==> src/rtl/sa_feed_sched.sv <==
// sa_feed_sched
//   Tile-level scheduler for the systolic-array operand feed. One command per
//   tile: accepts k_len operand vectors from the source, then injects DEPTH+1
//   zero-fill flush beats, waits ROWS-1 cycles for the row skew to drain and
//   pulses done. Row r enables are the row-0 enables delayed by r cycles.
//
// Ports
//   clk, rst        : clock, synchronous active-high reset
//   start, k_len    : tile command strobe and vectors per tile (k_len=0 ignored)
//   stall           : array backpressure, blocks injects in STREAM/DRAIN
//   src_valid       : operand source has a vector
//   src_ready       : scheduler accepts a vector this cycle
//   row_shift_en    : per-row in_valid for the row skew shift registers
//   row_zero_fill   : per-row mux select, 1 = feed zero instead of operand
//   busy            : high in every state except IDLE
//   done            : one-cycle tile-complete pulse
module sa_feed_sched #(
  parameter int ROWS    = 8,
  parameter int DEPTH   = 27,
  parameter int K_WIDTH = 16
) (
  input  logic               clk,
  input  logic               rst,
  input  logic               start,
  input  logic [K_WIDTH-1:0] k_len,
  input  logic               stall,
  input  logic               src_valid,
  output logic               src_ready,
  output logic [ROWS-1:0]    row_shift_en,
  output logic [ROWS-1:0]    row_zero_fill,
  output logic               busy,
  output logic               done
);

  localparam int DRN_W = $clog2(DEPTH + 2);
  localparam int SET_W = (ROWS > 1) ? $clog2(ROWS) : 1;
  localparam logic [DRN_W-1:0] DRN_LAST = DRN_W'(DEPTH);
  localparam logic [SET_W-1:0] SET_LAST = SET_W'((ROWS > 1) ? ROWS - 2 : 0);

  typedef enum logic [2:0] {
    S_IDLE,
    S_STREAM,
    S_DRAIN,
    S_SETTLE,
    S_DONE
  } state_t;

  state_t             state, state_nx;
  logic [K_WIDTH-1:0] k_lat;
  logic [K_WIDTH-1:0] beat_cnt;
  logic [DRN_W-1:0]   drn_cnt;
  logic [SET_W-1:0]   set_cnt;
  logic               tile_go;
  logic               accept;
  logic               flush;
  logic               vld_p0;
  logic               zf_p0;
  logic [ROWS-1:0]    row_vld;
  logic [ROWS-1:0]    row_zf;

  assign tile_go = start && (k_len != '0);

  always_comb begin
    state_nx  = state;
    accept    = 1'b0;
    flush     = 1'b0;
    src_ready = 1'b0;
    case (state)
      S_IDLE: begin
        if (tile_go) state_nx = S_STREAM;
      end
      S_STREAM: begin
        src_ready = !stall;
        accept    = src_valid && !stall;
        if (accept && (K_WIDTH'(beat_cnt + 1'b1) == k_lat)) state_nx = S_DRAIN;
      end
      S_DRAIN: begin
        flush = !stall;
        if (flush && (drn_cnt == DRN_LAST)) state_nx = (ROWS > 1) ? S_SETTLE : S_DONE;
      end
      S_SETTLE: begin
        if (set_cnt == SET_LAST) state_nx = S_DONE;
      end
      S_DONE: begin
        state_nx = S_IDLE;
      end
      default: begin
        state_nx = S_IDLE;
      end
    endcase
    // Reset cycle: nothing is offered to the source or the array.
    if (rst) begin
      src_ready = 1'b0;
      accept    = 1'b0;
      flush     = 1'b0;
    end
  end

  always_ff @(posedge clk) begin
    if (rst) begin
      state    <= S_IDLE;
      beat_cnt <= '0;
      drn_cnt  <= '0;
      set_cnt  <= '0;
    end else begin
      state <= state_nx;
      if ((state == S_IDLE) && tile_go) begin
        beat_cnt <= '0;
        drn_cnt  <= '0;
        set_cnt  <= '0;
      end
      if (accept) beat_cnt <= beat_cnt + 1'b1;
      if (flush) drn_cnt <= drn_cnt + 1'b1;
      if (state == S_SETTLE) set_cnt <= set_cnt + 1'b1;
    end
  end

  always_ff @(posedge clk) begin
    if ((state == S_IDLE) && tile_go) k_lat <= k_len;
  end

  // Stage p0: row-0 inject, combinational from state, stall and handshake
  assign vld_p0 = accept || flush;
  assign zf_p0  = flush;

  // Stages p1..p(ROWS-1): skew delay line, advances every cycle including stalls
  if (ROWS > 1) begin : g_skew
    localparam int SK_W = ROWS - 1;
    logic [SK_W-1:0] vld_pn;
    logic [SK_W-1:0] zf_pn;

    always_ff @(posedge clk) begin
      if (rst) begin
        vld_pn <= '0;
        zf_pn  <= '0;
      end else begin
        vld_pn <= SK_W'({vld_pn, vld_p0});
        zf_pn  <= SK_W'({zf_pn, zf_p0});
      end
    end

    assign row_vld = {vld_pn, vld_p0};
    assign row_zf  = {zf_pn, zf_p0};
  end else begin : g_flat
    assign row_vld = vld_p0;
    assign row_zf  = zf_p0;
  end

  assign row_shift_en  = rst ? '0 : row_vld;
  assign row_zero_fill = rst ? '0 : row_zf;
  assign busy          = !rst && (state != S_IDLE);
  assign done          = !rst && (state == S_DONE);

endmodule

==> config.mk <==
export PLATFORM = sky130hd
export DESIGN_NAME = sa_feed_sched
export DESIGN_NICKNAME = d
export VERILOG_FILES = /design/src/rtl/sa_feed_sched.sv
export SDC_FILE = /design/constraint.sdc
export NUM_CORES = 1
export LEC_CHECK = 0
export CORE_ASPECT_RATIO = 1.2
export CORE_MARGIN = 2
export CORE_UTILIZATION = 46
export CTS_BUF_LIST = sky130_fd_sc_hd__clkbuf_4 sky130_fd_sc_hd__clkbuf_8
export DETAILED_ROUTE_END_ITERATION = 8
export GPL_ROUTABILITY_DRIVEN = 0
export PLACE_DENSITY_LB_ADDON = 0.3
export SETUP_SLACK_MARGIN = 0.4
export SLEW_MARGIN = 20
export SYNTH_ARGS = -nofsm -noshare
export SYNTH_HDL_FRONTEND = slang
export SYNTH_SLANG_ARGS = --single-unit
==> constraint.sdc <==
create_clock -name clk -period 4.59 [get_ports clk]
set_input_delay 0.918 -clock clk [delete_from_list [all_inputs] [get_ports clk]]
set_output_delay 0.918 -clock clk [all_outputs]
set_load 0.01 [all_outputs]
==> impl_metrics.env <==
export IMPL_seqCellArea_mm2=0.00130
export IMPL_route_detailed_drc=0
export IMPL_syn_num_nets=331
export IMPL_rrSetupSlack_ns=2.32
export IMPL_netlist_instances=306
export IMPL_hold_path_endpoint="g_skew.vld_pn[6]"
export IMPL_slew_headroom_pct=41.8
export IMPL_synth_xor_area_share_pct=8.79
export IMPL_pin_count=40
export IMPL_synth_top_family_by_area="simple AND/OR/NAND/NOR gates"
export IMPL_outcome="completed"
export IMPL_critPathRequiredTime_ns=3.67
export IMPL_rsz0062_at_grt="no"
export IMPL_synth_avg_cell_area_um2=9.31
export IMPL_clock_sinks=57
export IMPL_grt_max_degree=50
export IMPL_final_common_cell="dfxtp_1"
export IMPL_wl_per_cell_um=13.2
export IMPL_setup_slack_ns=0.799
export IMPL_core_mm2=0.00601
export IMPL_dpl_hpwl_mm=3.93
export IMPL_clock_latency_ns=0.34
export IMPL_drt_initial_drc_count=113
export IMPL_period_minus_slack_ns=3.79
export IMPL_die_w_um=75.8
export IMPL_synth_fa_ha_area_share_pct=1.76
export IMPL_multiInputGateArea_mm2=0.00144
export IMPL_ys_warnings_count=0
export IMPL_cts_buffers=9
export IMPL_p_per_area_mw_per_mm2=326
export IMPL_dr_total_vias=2263
export IMPL_critical_path_peak_fanout=8
export IMPL_fp_dieH_um=90.2
export IMPL_arrival_ns=2.87
export IMPL_worst_pin_slew_ns=0.873
export IMPL_finalHoldViolCount=0
export IMPL_clock_fmax_mhz=264
export IMPL_cp_cell_sequence="clkdlybuf4s50_1, or2_1, nor4b_4, inv_1, nand2_1, clkdlybuf4s50_1"
export IMPL_crit_slowest_cell="clkdlybuf4s50_1"
export IMPL_place_ws_ns=0.818
export IMPL_crit_top_cell="clkdlybuf4s50_1"
export IMPL_start_util_pct=47.4
export IMPL_critPathLaunchType="primary input"
export IMPL_rows=31
export IMPL_synthSimpleGateAreaFrac_pct=29.0
export IMPL_fin_tns_setup_ns=0
export IMPL_ys_seq_area_share_pct=45.7
export IMPL_max_stage_delay_ns=0.53
export IMPL_path_buf_inv=3
export IMPL_ant_nets=0
export IMPL_min_period_over_period_pct=82.6
export IMPL_async_flop_share_pct=0
export IMPL_rr_endpoint="state[0]"
export IMPL_endpoint_kind="output pin"
export IMPL_holdCritStartpoint="g_skew.vld_pn[5]"
export IMPL_fillers=538
export IMPL_first_global_vias=2135
export IMPL_reg2reg_from="beat_cnt[0]"
export IMPL_syn_area_mm2=0.00285
export IMPL_antenna_found_initial=0
export IMPL_slew_viol_final=0
export IMPL_drive_above_1_share_pct=8.60
export IMPL_critPathKind="in2out"
export IMPL_p_leak_nw=1.23
export IMPL_drtPass1Iterations=4
export IMPL_cts_max_level=3
export IMPL_portBuffers=39
export IMPL_finClkSkew_ns=0.00910
export IMPL_synth_edf_count=16
export IMPL_clk_pin_slew_ns=0.07
export IMPL_synth_ff_type="dfxtp_1"
export IMPL_drv_cap=0
export IMPL_post_cts_resized=0
export IMPL_hp_class="reg2reg"
export IMPL_synth_compound_area_share_pct=10.8
export IMPL_rr_worst_depth=7
export IMPL_hold_buffers=0
export IMPL_drt_wl_total_mm=5.69
export IMPL_grt_util_all_layers_pct=18.4
export IMPL_clockBufferDepth=2
export IMPL_fin_nets=369
export IMPL_max_vdd_ir_drop_mv=0.202
export IMPL_synthMuxAreaShare_pct=0.395
export IMPL_worst_path_stages=6
export IMPL_synth_ff_latch_count=57
export IMPL_final_cell_mix="dfxtp_1 (41), clkdlybuf4s50_1 (39), nor2_1 (30)"
export IMPL_setup_viol=0
export IMPL_die_area_mm2=0.00684
export IMPL_grt_pass1_wl_mm=9.59
export IMPL_synth_distinct_cells=51
export IMPL_areaGrowthSynthToFinish_pct=22.8
export IMPL_path_delay_family="buffers and inverters"
export IMPL_startpoint="rst"
export IMPL_diodes=0
export IMPL_grt_ovfl_total=0
export IMPL_cts_root_buf="clkbuf_8"
export IMPL_post_cts_buffers=0
export IMPL_cts_tree="built"
export IMPL_power_mw=1.14
export IMPL_vias_per_cell=5.25
export IMPL_min_path_cells=1
## cell type report
type	count	share of cell area, %
Clock buffer	12	4.54
Tap cell	82	2.93
Sequential cell	57	37.2
Clock inverter	4	1.47
Timing Repair Buffer	43	12.0
Multi-Input combinational cell	228	41.3
Inverter	5	0.537
## cells in the mapped netlist (all sizes together), types with 2 or more instances
master / instances / share of area [%]
a21o: 2 / 0.53
xor2: 12 / 3.7
and2: 3 / 0.66
or3: 4 / 1.1
buf: 8 / 1.9
xnor2: 14 / 4.3
nor2b: 27 / 5.9
edfxtp: 16 / 17
and3: 3 / 0.66
nor3: 11 / 1.9
ha: 4 / 1.8
dfxtp: 41 / 29
o21ai: 12 / 2.1
nand3: 8 / 1.6
nand2b: 2 / 0.44
clkbuf: 8 / 1.1
nor4: 9 / 2.6
a211oi: 4 / 1.1
nor2: 31 / 4.2
nand4: 7 / 2.1
nor3b: 3 / 0.79
or2: 2 / 0.44
nor4b: 3 / 1.4
a21oi: 25 / 4.4
inv: 5 / 0.66
a31oi: 2 / 0.44
nand2: 22 / 2.9
nand3b: 5 / 1.3
## flip-flops by register name, indices dropped and copies added (netlist names)
name and count:
beat_cnt 16, k_lat 16, g_skew.vld_pn 7, g_skew.zf_pn 7
drn_cnt 5, set_cnt 3, state 3
## worst reg2reg max path: stages (launching register included)
cell,delay [ns]
dfxtp_1,0.46
ha_1,0.30
nand2_1,0.15
or3_4,0.37
nor4_2,0.27
o32ai_1,0.14
nor4_2,0.34
a21oi_1,0.11
## kinds of logic after synthesis
kind of cell	after synthesis
mux	1
fa+ha+maj	4
xor+xnor	27
flops	57
buf+inv	21
compound gates	53
simple gates	143
## power breakdown
group	switching, mW	internal [mW]	leakage [nW]
sequential	0.0137	0.536	0.482
clock	0.205	0.286	0.106
combinational	0.0527	0.0470	0.638
total	0.271	0.869	1.23
## metal layers
layer	routed length, um	up-vias	track usage, %
met5	0	-	0
met4	119	0	9.80
met3	211	9	3.59
met2	2730	43	28.6
met1	2630	1049	23.4
li1	-	1162	-
## per-stage QoR
step,std cells,hold WS (ns),util [%],instance area [um^2]
after global routing,431,0.474,58.2,3500
final,431,0.455,58.2,3500
after detailed placement,415,0.446,54.7,3290
after global placement,415,0.439,54.7,3290
after floorplan,306,0.430,-,2850
after CTS,431,0.459,58.2,3500
## how the worst max path moves through the flow
stage / end / slack [ns]
after CTS: row_shift_en[0] / 0.81
after floorplan: row_shift_en[0] / 1.69
after detailed placement: row_shift_en[0] / 0.82
after global routing: row_shift_en[0] / 0.69
after global placement: row_shift_en[0] / 0.86
final: row_shift_en[0] / 0.80
No activity file was read; power rests on OpenSTA's default activity.
